**src/rtl/alarm_ring_ctrl_pkg.sv**
```systemverilog
// Shared definitions for the alarm ring controller: state encoding, BCD limits
// and BCD/binary helpers used by the snooze adder.
package alarm_ring_ctrl_pkg;

  localparam int BCD_W = 8;

  typedef logic [BCD_W-1:0] bcd_t;

  localparam bcd_t BCD_MIN_MAX  = 8'h59;
  localparam bcd_t BCD_HOUR_MAX = 8'h23;

  typedef enum logic [1:0] {
    IDLE    = 2'd0,
    ARMED   = 2'd1,
    RINGING = 2'd2,
    SNOOZE  = 2'd3
  } state_t;

  function automatic logic [6:0] bcd_to_bin(input bcd_t v);
    return ({3'b000, v[7:4]} * 7'd10) + {3'b000, v[3:0]};
  endfunction

  // Valid only for 0..99, which covers every minute/hour value produced here.
  function automatic bcd_t bin_to_bcd(input logic [6:0] b);
    logic [7:0] w;
    w = {1'b0, b};
    return ((w / 8'd10) << 4) | (w % 8'd10);
  endfunction

endpackage

```
**src/rtl/alarm_ring_ctrl_bcd_time_add.sv**
```systemverilog
// Combinational BCD hh:mm plus a fixed minute count (1..59), wrapping minutes
// at 59 with carry into the hour and hours at 23.
module bcd_time_add
  import alarm_ring_ctrl_pkg::*;
#(
  parameter int ADD_MIN = 5
) (
  input  logic [BCD_W-1:0] hour,
  input  logic [BCD_W-1:0] min,
  output logic [BCD_W-1:0] sum_hour,
  output logic [BCD_W-1:0] sum_min
);

  logic [6:0] min_sum;
  logic [6:0] min_wrap;
  logic       carry;

  assign min_sum  = bcd_to_bin(min) + 7'(ADD_MIN);
  assign carry    = min_sum > bcd_to_bin(BCD_MIN_MAX);
  assign min_wrap = carry ? (min_sum - 7'd60) : min_sum;
  assign sum_min  = bin_to_bcd(min_wrap);

  always_comb begin
    sum_hour = hour;
    if (carry) begin
      if (hour == BCD_HOUR_MAX) sum_hour = 8'h00;
      else                      sum_hour = bin_to_bcd(bcd_to_bin(hour) + 7'd1);
    end
  end

endmodule

```
**src/rtl/alarm_ring_ctrl.sv**
```systemverilog
// Alarm sequencing: match against target time, ring with timeout, stop and
// snooze re-targeting. Snooze support is built only with ALARM_SNOOZE_EN.
//
// state   | meaning
// IDLE    | alarm disabled, target follows alert setting
// ARMED   | waiting for target match, target follows alert setting
// RINGING | ring output active, counting seconds toward auto-stop
// SNOOZE  | target held at snooze time, waiting for match
module alarm_ring_ctrl
  import alarm_ring_ctrl_pkg::*;
#(
  parameter int RING_SEC   = 60,
  parameter int SNOOZE_MIN = 5,
  parameter int MAX_SNOOZE = 3
) (
  input  logic             Clk,
  input  logic             RST,
  input  logic             Sec_Tick,
  input  logic [BCD_W-1:0] CurHour,
  input  logic [BCD_W-1:0] CurMin,
  input  logic [BCD_W-1:0] CurSec,
  input  logic [BCD_W-1:0] AlertHour,
  input  logic [BCD_W-1:0] AlertMin,
  input  logic             Alarm_EN,
  input  logic             Snooze,
  input  logic             Stop,
  output logic             Ring,
  output logic             Snoozing,
  output logic [3:0]       SnzCnt,
  output logic [BCD_W-1:0] TgtHour,
  output logic [BCD_W-1:0] TgtMin,
  output logic [1:0]       State
);

  state_t     state, state_nxt;
  logic [7:0] ring_cnt, ring_cnt_nxt;
  logic [3:0] snz_cnt, snz_cnt_nxt;
  bcd_t       tgt_hour, tgt_hour_nxt;
  bcd_t       tgt_min, tgt_min_nxt;

  logic       match;
  logic [8:0] tick_cnt;
  logic       timeout;
  logic       snooze_ok;

  assign match    = Sec_Tick && (CurSec == 8'h00) &&
                    (CurHour == tgt_hour) && (CurMin == tgt_min);
  assign tick_cnt = {1'b0, ring_cnt} + 9'd1;
  assign timeout  = Sec_Tick && (tick_cnt == 9'(RING_SEC));

`ifdef ALARM_SNOOZE_EN
  bcd_t snz_hour, snz_min;

  bcd_time_add #(.ADD_MIN(SNOOZE_MIN)) u_snz_add (
    .hour     (CurHour),
    .min      (CurMin),
    .sum_hour (snz_hour),
    .sum_min  (snz_min)
  );

  assign snooze_ok = Snooze && (snz_cnt < 4'(MAX_SNOOZE));
`else
  logic unused_snooze_cfg;
  assign unused_snooze_cfg = ^{Snooze, 4'(MAX_SNOOZE), 6'(SNOOZE_MIN)};
  assign snooze_ok = 1'b0;
`endif

  always_comb begin
    state_nxt    = state;
    ring_cnt_nxt = ring_cnt;
    snz_cnt_nxt  = snz_cnt;
    tgt_hour_nxt = tgt_hour;
    tgt_min_nxt  = tgt_min;

    case (state)
      IDLE: begin
        tgt_hour_nxt = AlertHour;
        tgt_min_nxt  = AlertMin;
        state_nxt    = ARMED;
      end
      ARMED: begin
        tgt_hour_nxt = AlertHour;
        tgt_min_nxt  = AlertMin;
        if (match) begin
          state_nxt    = RINGING;
          ring_cnt_nxt = '0;
        end
      end
      RINGING: begin
        if (Sec_Tick) ring_cnt_nxt = tick_cnt[7:0];
        if (Stop) begin
          state_nxt   = ARMED;
          snz_cnt_nxt = '0;
        end else if (snooze_ok) begin
          state_nxt   = SNOOZE;
          snz_cnt_nxt = snz_cnt + 4'd1;
`ifdef ALARM_SNOOZE_EN
          tgt_hour_nxt = snz_hour;
          tgt_min_nxt  = snz_min;
`endif
        end else if (timeout) begin
          state_nxt   = ARMED;
          snz_cnt_nxt = '0;
        end
      end
      SNOOZE: begin
        if (Stop) begin
          state_nxt   = ARMED;
          snz_cnt_nxt = '0;
        end else if (match) begin
          state_nxt    = RINGING;
          ring_cnt_nxt = '0;
        end
      end
      default: state_nxt = IDLE;
    endcase

`ifndef ALARM_SNOOZE_EN
    tgt_hour_nxt = AlertHour;
    tgt_min_nxt  = AlertMin;
`endif

    // Disable overrides every other event, including a coincident match.
    if (!Alarm_EN) begin
      state_nxt   = IDLE;
      snz_cnt_nxt = '0;
    end
  end

  always_ff @(posedge Clk or negedge RST) begin
    if (!RST) begin
      state    <= IDLE;
      ring_cnt <= '0;
      snz_cnt  <= '0;
      tgt_hour <= 8'h00;
      tgt_min  <= 8'h00;
    end else begin
      state    <= state_nxt;
      ring_cnt <= ring_cnt_nxt;
      snz_cnt  <= snz_cnt_nxt;
      tgt_hour <= tgt_hour_nxt;
      tgt_min  <= tgt_min_nxt;
    end
  end

  assign Ring     = (state == RINGING);
  assign Snoozing = (state == SNOOZE);
  assign State    = state;
  assign SnzCnt   = snz_cnt;
  assign TgtHour  = tgt_hour;
  assign TgtMin   = tgt_min;

endmodule
```
**config.mk**
```make
export PLATFORM = sky130hd
export DESIGN_NAME = alarm_ring_ctrl
export DESIGN_NICKNAME = d
export VERILOG_FILES = /design/src/rtl/alarm_ring_ctrl_pkg.sv /design/src/rtl/alarm_ring_ctrl_bcd_time_add.sv /design/src/rtl/alarm_ring_ctrl.sv
export SDC_FILE = /design/constraint.sdc
export NUM_CORES = 1
export LEC_CHECK = 0
export CORE_AREA = 3 3 69 71
export CTS_BUF_LIST = sky130_fd_sc_hd__clkbuf_4 sky130_fd_sc_hd__clkbuf_8
export DETAILED_ROUTE_END_ITERATION = 8
export DIE_AREA = 0 0 72 74
export PLACE_DENSITY_LB_ADDON = 0.15
export SLEW_MARGIN = 10
export SYNTH_ARGS = -nofsm -noshare
export SYNTH_HDL_FRONTEND = slang
export SYNTH_SLANG_ARGS = --single-unit
```
**constraint.sdc**
```tcl
create_clock -name Clk -period 2.7 [get_ports Clk]
set_input_delay 0.54 -clock Clk [delete_from_list [all_inputs] [get_ports Clk]]
set_output_delay 0.54 -clock Clk [all_outputs]
set_load 0.05 [all_outputs]
```
==> results of run 1 <==
[area by class of cell]
type,count,area (µm²)
timing repair buffer,68,671
multi-input combinational,93,581
sequential,26,651
clock buffer,3,41.3
tap,52,65.1
fill,388,2250
clock inverter,1,30.0
inverter,1,3.75
[critical path, stage by stage (launching register included)]
cell and delay [ns]:
dfrtp_1 0.49, nor2b_1 0.24, clkdlybuf4s50_1 0.84
[placed cells by master (no fill, tap or decap), types with 2 or more instances in the layout]
| master | instances |
|---|---|
| nor3_1 | 4 |
| buf_4 | 4 |
| nand3_1 | 7 |
| nor2_1 | 8 |
| nor4_1 | 4 |
| a21oi_1 | 2 |
| nand4_1 | 3 |
| and3_2 | 2 |
| xor2_1 | 14 |
| nor4b_1 | 2 |
| conb_1 | 4 |
| clkdlybuf4s50_1 | 64 |
| nand2_1 | 15 |
| and3_1 | 2 |
| o21ai_0 | 8 |
| xnor2_1 | 4 |
| clkbuf_8 | 3 |
| dfrtp_1 | 26 |
[per-layer routing]
layer	routed length (µm)	up-vias	track usage
met4	21	0	0.0438
met1	1300	514	0.141
met3	291	2	0.0392
li1	-	558	-
met2	1600	54	0.226
met5	0	-	0
[state kept, by name, indices dropped and copies added, names as in the netlist]
register	cells
ring_cnt	8
TgtMin	8
State	2
TgtHour	8
[final timing paths]
check	cells after the start	to	startpoint
worst max-delay path	2	Ring	State[1]
worst min-delay path	2	ring_cnt[5]	ring_cnt[5]
worst max register to register	6	ring_cnt[3]	TgtMin[4]
worst min register to register	2	ring_cnt[5]	ring_cnt[5]
max in group asynchronous	2	ring_cnt[4]	RST
min in group asynchronous	2	TgtMin[5]	RST
[where the power goes]
| group | internal (mW) | switching [mW] | total (mW) |
|---|---|---|---|
| sequential | 0.402 | 0.0101 | 0.412 |
| clock | 0.198 | 0.121 | 0.319 |
| combinational | 0.0930 | 0.0970 | 0.190 |
| total | 0.693 | 0.228 | 0.921 |
[kinds of logic after synthesis]
| logic type | Yosys count |
|---|---|
| XOR/XNOR | 18 |
| flip-flops | 26 |
| AND/OR/NAND/NOR | 56 |
| AO/OA/AOI/OAI | 14 |
| adder cells (fa/ha/maj) | 1 |
| other | 1 |
| buffers and inverters | 6 |
==> key figures, run 1 <==
Die
  – Die Ht: 74 µm
  – Core Rows: 24
  – Die area: 5330 µm²
  – Die Span X: 72 µm
  – Starting Density: 0.293
  – IO Count: 70
  – Core area: 4290 µm²

Critical path
  – Critical Path Start Type: register
  – Crit end category: output pin
  – Crit path max fanout: 6
  – Worst R2R Setup Slack: 0.89 ns
  – Crit Path Class: reg2out
  – Critical path data required time: 2.16 ns
  – Arrival @ worst endpoint: 1.83 ns

Power
  – VDD IR max: 0.000318 V
  – Tot Pwr: 0.921 mW
  – Power per cell area: 451 nW/µm²
  – Leakage: 0.827 nW

Synth
  – Gate Count Post-Synth: 122
  – Synth Area in Adders: 0.00994
  – Synth cell types: 32
  – EDFF count, synth: 0
  – Area share of the largest cell type after synthesis: 0.517
  – Syn avg cell area: 10.3 µm²
  – Post-synth top cells: dfrtp_1 (26), nand2_1 (15), xor2_1 (14), nor2_1 (8), o21ai_0 (8)
  – Synth Flop Type: dfrtp_1
  – Mux contribution to synthesized area: 0
  – Post-synth ARST share: 1.00
  – Count leader, synth: dfrtp_1
  – Largest family of logic cells by synthesized area: simple AND/OR/NAND/NOR gates
  – Dominant cells by area after synthesis: dfrtp_1 (52%), xor2_1 (9.7%), nand2_1 (4.5%)
  – Post-Synth XOR/XNOR Area: 0.125
  – Post-Synth Simple-Gate Area: 0.236
  – Post-Syn Area: 1260 µm²
  – Cell taking the most area after synthesis: dfrtp_1
  – Synthesis-stage register bit count: 26
  – Compound-gate portion of the synthesized area: 0.0785
  – Sequential area share after synthesis: 0.517
  – Synth warn: 0

Detailed routing
  – Wire length per cell: 13.2 µm
  – Vias per inst: 4.62
  – Pre-antenna DRT Iters: 4
  – DRC Markers: 0
  – Routed WL: 3.22 mm
  – Initial DRC count: 61
  – DR vias: 1128
  – Number of routed nets with antenna violations: 0

Timing
  – F_max: 421 MHz
  – Fin Setup TNS: 0 ns
  – Setup ws final: 0.326 ns
  – Hold slack final: 0.562 ns
  – Worst-Margin Slew: 0.524 ns
  – Final number of hold-violating endpoints: 0
  – # setup viols final: 0
  – Tmin final: 2.37 ns
  – RSZ-0062 raised after global routing: false
  – Part of the cycle the worst path needs: 0.879
  – Final Max Tran Viols: 0
  – Clock Skew: 0.00327 ns
  – Slew Limit Headroom: 0.650

Global route
  – Vias in the first global route: 1153
  – Initial antenna violation count: 0
  – Largest net degree at the start of global routing: 27
  – GRT Util Overall: 0.125
  – First-pass GRT wire length: 5.22 mm
  – GRT overflow: 0

Layout
  – Share of post-route cells with drive strength above 1: 0.0677
  – Post-Layout Cell Count: 244
  – Area grow syn2layout: 62.2%
  – Final #Nets: 240
  – Design Area, Final: 2040 µm²
  – Ant diodes: 0
  – Fin util: 0.476

Clock tree
  – Clock sink total: 26
  – TritonCTS Buffers: 3
  – Clk slew on worst S/H paths: 0.09 ns
  – Root Buffer: clkbuf_8
  – TritonCTS clock tree: built
  – Post-CTS Resized: 0
  – Insertion delay of the later-clocked pin in the worst-skew pair: 0.27 ns
  – Post-CTS Hold Fix Bufs: 0
  – Clock Tree Buf Depth: 2
  – H-tree levels: 1
  – Setup Buffers After CTS: 0

Placement
  – Placed inst area: 1970 µm²
  – GPL Wtd Cong: 0.782
  – IO buf count: 64
  – Pre-CTS WS: 0.173 ns
  – Placed wire-length estimate: 2.57 mm
  – Placed Cells: 240

Worst hold path
  – Worst Hold Class: reg2reg

Run status
  – Status: finished clean

Job
  – MaxCap Viol Count: 0
(Power assumes the default switching activity.)
==> run 2, diff against run 1 <==
--- a/config.mk
+++ b/config.mk
@@ -5,10 +5,11 @@
 export SDC_FILE = /design/constraint.sdc
 export NUM_CORES = 1
 export LEC_CHECK = 0
-export CORE_AREA = 3 3 69 71
+export CORE_AREA = 3 3 53 92
 export CTS_BUF_LIST = sky130_fd_sc_hd__clkbuf_4 sky130_fd_sc_hd__clkbuf_8
+export CTS_CLUSTER_DIAMETER = 120
 export DETAILED_ROUTE_END_ITERATION = 8
-export DIE_AREA = 0 0 72 74
+export DIE_AREA = 0 0 56 95
 export PLACE_DENSITY_LB_ADDON = 0.15
 export SLEW_MARGIN = 10
 export SYNTH_ARGS = -nofsm -noshare
==> key figures, run 2 (same netlist as run 1, synthesis figures left out) <==
Global route
  – GRT overflow: 0 (unchanged)
  – GR met2 Demand/Resource: 0.261 (+0.0352)
  – GR Util met3: 0.0397 (+0.000482)
  – GRT Util Overall: 0.136 (+0.0109)
  – M1 GR Usage: 0.128 (-0.0127)
  – GR peak layer: met2
  – Vias in the first global route: 1318 (+14%)
  – First-pass GRT wire length: 5.70 mm (+9.1%)
  – Initial antenna violation count: 0 (unchanged)
  – Largest net degree at the start of global routing: 27 (unchanged)

Detailed routing
  – Vias per inst: 4.80 (+3.9%)
  – DR vias: 1158 (+2.7%)
  – Routed WL: 3.53 mm (+9.7%)
  – DRC Markers: 0 (unchanged)
  – Wire length per cell: 14.6 µm (+11%)
  – Pre-antenna DRT Iters: 4 (unchanged)
  – Number of routed nets with antenna violations: 0 (unchanged)
  – Initial DRC count: 15 (-75%)

Worst hold path
  – Hold Path Sink: ring_cnt[5]
  – Hold Path Cell Cnt: 2 (unchanged)
  – Start point of the worst hold path: ring_cnt[5]
  – Worst Hold Class: reg2reg

Placement
  – Placed Cells: 237 (-1.3%)
  – Placed wire-length estimate: 2.95 mm (+15%)
  – IO buf count: 64 (unchanged)
  – Placed inst area: 1970 µm² (-0.19%)
  – GPL Wtd Cong: 0.690 (-12%)

Critical path
  – R2r worst-path depth: 6 (unchanged)
  – Crit end category: output pin
  – Reg-to-reg startpoint: TgtMin[4]
  – Critical path data required time: 2.16 ns (about the same)
  – Critical Path Start Type: register
  – Crit path max fanout: 6 (unchanged)
  – R2r endpoint: ring_cnt[4]
  – Crit Path Class: reg2out
  – Arrival @ worst endpoint: 1.95 ns (+0.12 ns)
  – Worst R2R Setup Slack: 0.85 ns (-0.04 ns)

Timing
  – F_max: 402 MHz (-4.6%)
  – Final Max Tran Viols: 0 (unchanged)
  – RSZ-0062 raised after global routing: false
  – # setup viols final: 0 (unchanged)
  – Part of the cycle the worst path needs: 0.922 (+0.0428)
  – Hold slack final: 0.568 ns (+0.00573 ns)
  – Clock Skew: 0.00471 ns (+0.00144 ns)
  – Worst-Margin Slew: 0.542 ns (+0.0188 ns)
  – Tmin final: 2.49 ns (+0.116 ns)
  – Slew Limit Headroom: 0.637 (-0.0125)
  – Final number of hold-violating endpoints: 0 (unchanged)
  – Fin Setup TNS: 0 ns (unchanged)

Layout
  – Design Area, Final: 2040 µm² (-0.18%)
  – Final #Nets: 240 (unchanged)
  – Fillers: 414 (+6.7%)
  – Share of post-route cells with drive strength above 1: 0.0677 (unchanged)
  – Ant diodes: 0 (unchanged)
  – Most common cell after layout, fill and taps aside: clkdlybuf4s50_1
  – Area grow syn2layout: 61.9%
  – Post-Layout Cell Count: 241 (-1.2%)
  – Most frequent cells in the layout: clkdlybuf4s50_1 (64), dfrtp_1 (26), nand2_1 (15)

Run status
  – Status: finished clean

Power
  – Logic pwr share: 0.206 (about the same)
  – Psw: 0.233 mW (+2.3%)
  – Leakage: 0.827 nW (unchanged)
  – Sequential power share: 0.445 (-0.002)
  – Power per cell area: 455 nW/µm² (+0.79%)
  – Clock share of power: 0.349 (+0.003)
  – Total internal power: 0.693 mW (about the same)
  – Sw frac: 0.252 (+0.00420)
  – Tot Pwr: 0.927 mW (+0.60%)
  – VDD IR max: 0.000322 V (+1.2%)

Clock tree
  – Post-CTS Resized: 0 (unchanged)
  – Clock sink total: 26 (unchanged)
  – TritonCTS Buffers: 3 (unchanged)
  – TritonCTS clock tree: built
  – Clock Tree Buf Depth: 2 (unchanged)
  – Setup Buffers After CTS: 0 (unchanged)
  – Post-CTS Hold Fix Bufs: 0 (unchanged)
  – Insertion delay of the later-clocked pin in the worst-skew pair: 0.27 ns (about the same)
  – Root Buffer: clkbuf_8
  – H-tree levels: 1 (unchanged)
  – Clk slew on worst S/H paths: 0.09 ns (about the same)

Die
  – Core Rows: 31 (+29%)
  – Core area: 4190 µm² (-2.4%)
  – IO Count: 70 (unchanged)
  – Die area: 5320 µm² (-0.15%)
  – Starting Density: 0.300 (+0.00735)
  – Die Span X: 56 µm (-22%)
  – Die Ht: 95 µm (+28%)

Job
  – MaxCap Viol Count: 0 (unchanged)
## run 2: cell counts in the layout (fill, tap and decap cells not counted)
Identical to the previous run, type by type.
## run 2: final cells by class
| type | count | area, µm² | area share |
|---|---|---|---|
| clock buffer | 3 | 41.3 | 0.0203 |
| tap | 49 | 61.3 | 0.0301 |
| inverter | 1 | 3.75 | 0.00184 |
| timing repair buffer | 68 | 671 | 0.329 |
| clock inverter | 1 | 30.0 | 0.0147 |
| sequential | 26 | 651 | 0.319 |
| multi-input combinational | 93 | 581 | 0.285 |
## run 2: how the worst max path moves through the flow
stage | from | endpoint | depth (start not counted)
6_report | State[1] | Ring | 2
5_1_grt | State[1] | Ring | 2
4_1_cts | State[1] | Ring | 2
3_5_place_dp | CurSec[1] | ring_cnt[4] | 7
3_3_place_gp | CurSec[1] | ring_cnt[3] | 7
2_1_floorplan | CurSec[1] | ring_cnt[0] | 5
## run 2: worst max-delay path, stage by stage, from the launching register on
cell	delay, ns
dfrtp_1	0.47
nor2b_1	0.34
clkdlybuf4s50_1	0.87
## run 2: routing by layer
metal | routed length [µm] | part of all wire
met2 | 2050 | 0.58
met5 | 0 | 0
met1 | 1170 | 0.33
met4 | 73 | 0.021
met3 | 237 | 0.067
## run 2: metrics by stage
stage                      util  worst slack [ns]
after floorplan               -             0.681
after global placement    0.470             0.210
after detailed placement  0.470             0.104
after CTS                 0.487             0.238
after global routing      0.487             0.187
final                     0.487             0.210
## run 2: power groups by stage
stage	Sequential (mW)	Combinational, mW	Clock, mW
2_1_floorplan	0.466	0.0394	0
3_3_place_gp	0.420	0.190	0
3_5_place_dp	0.420	0.193	0
4_1_cts	0.413	0.193	0.334
5_1_grt	0.415	0.203	0.348
6_report	0.412	0.191	0.324
==> run 3, diff against run 2 <==
--- a/config.mk
+++ b/config.mk
@@ -6,12 +6,11 @@
 export NUM_CORES = 1
 export LEC_CHECK = 0
 export CORE_AREA = 3 3 53 92
-export CTS_BUF_LIST = sky130_fd_sc_hd__clkbuf_4 sky130_fd_sc_hd__clkbuf_8
 export CTS_CLUSTER_DIAMETER = 120
+export CTS_CLUSTER_SIZE = 30
 export DETAILED_ROUTE_END_ITERATION = 8
 export DIE_AREA = 0 0 56 95
 export PLACE_DENSITY_LB_ADDON = 0.15
-export SLEW_MARGIN = 10
 export SYNTH_ARGS = -nofsm -noshare
 export SYNTH_HDL_FRONTEND = slang
 export SYNTH_SLANG_ARGS = --single-unit
==> results of run 3 <==
Same layout as run 2: the final DEF is identical, and so are final timing and power.
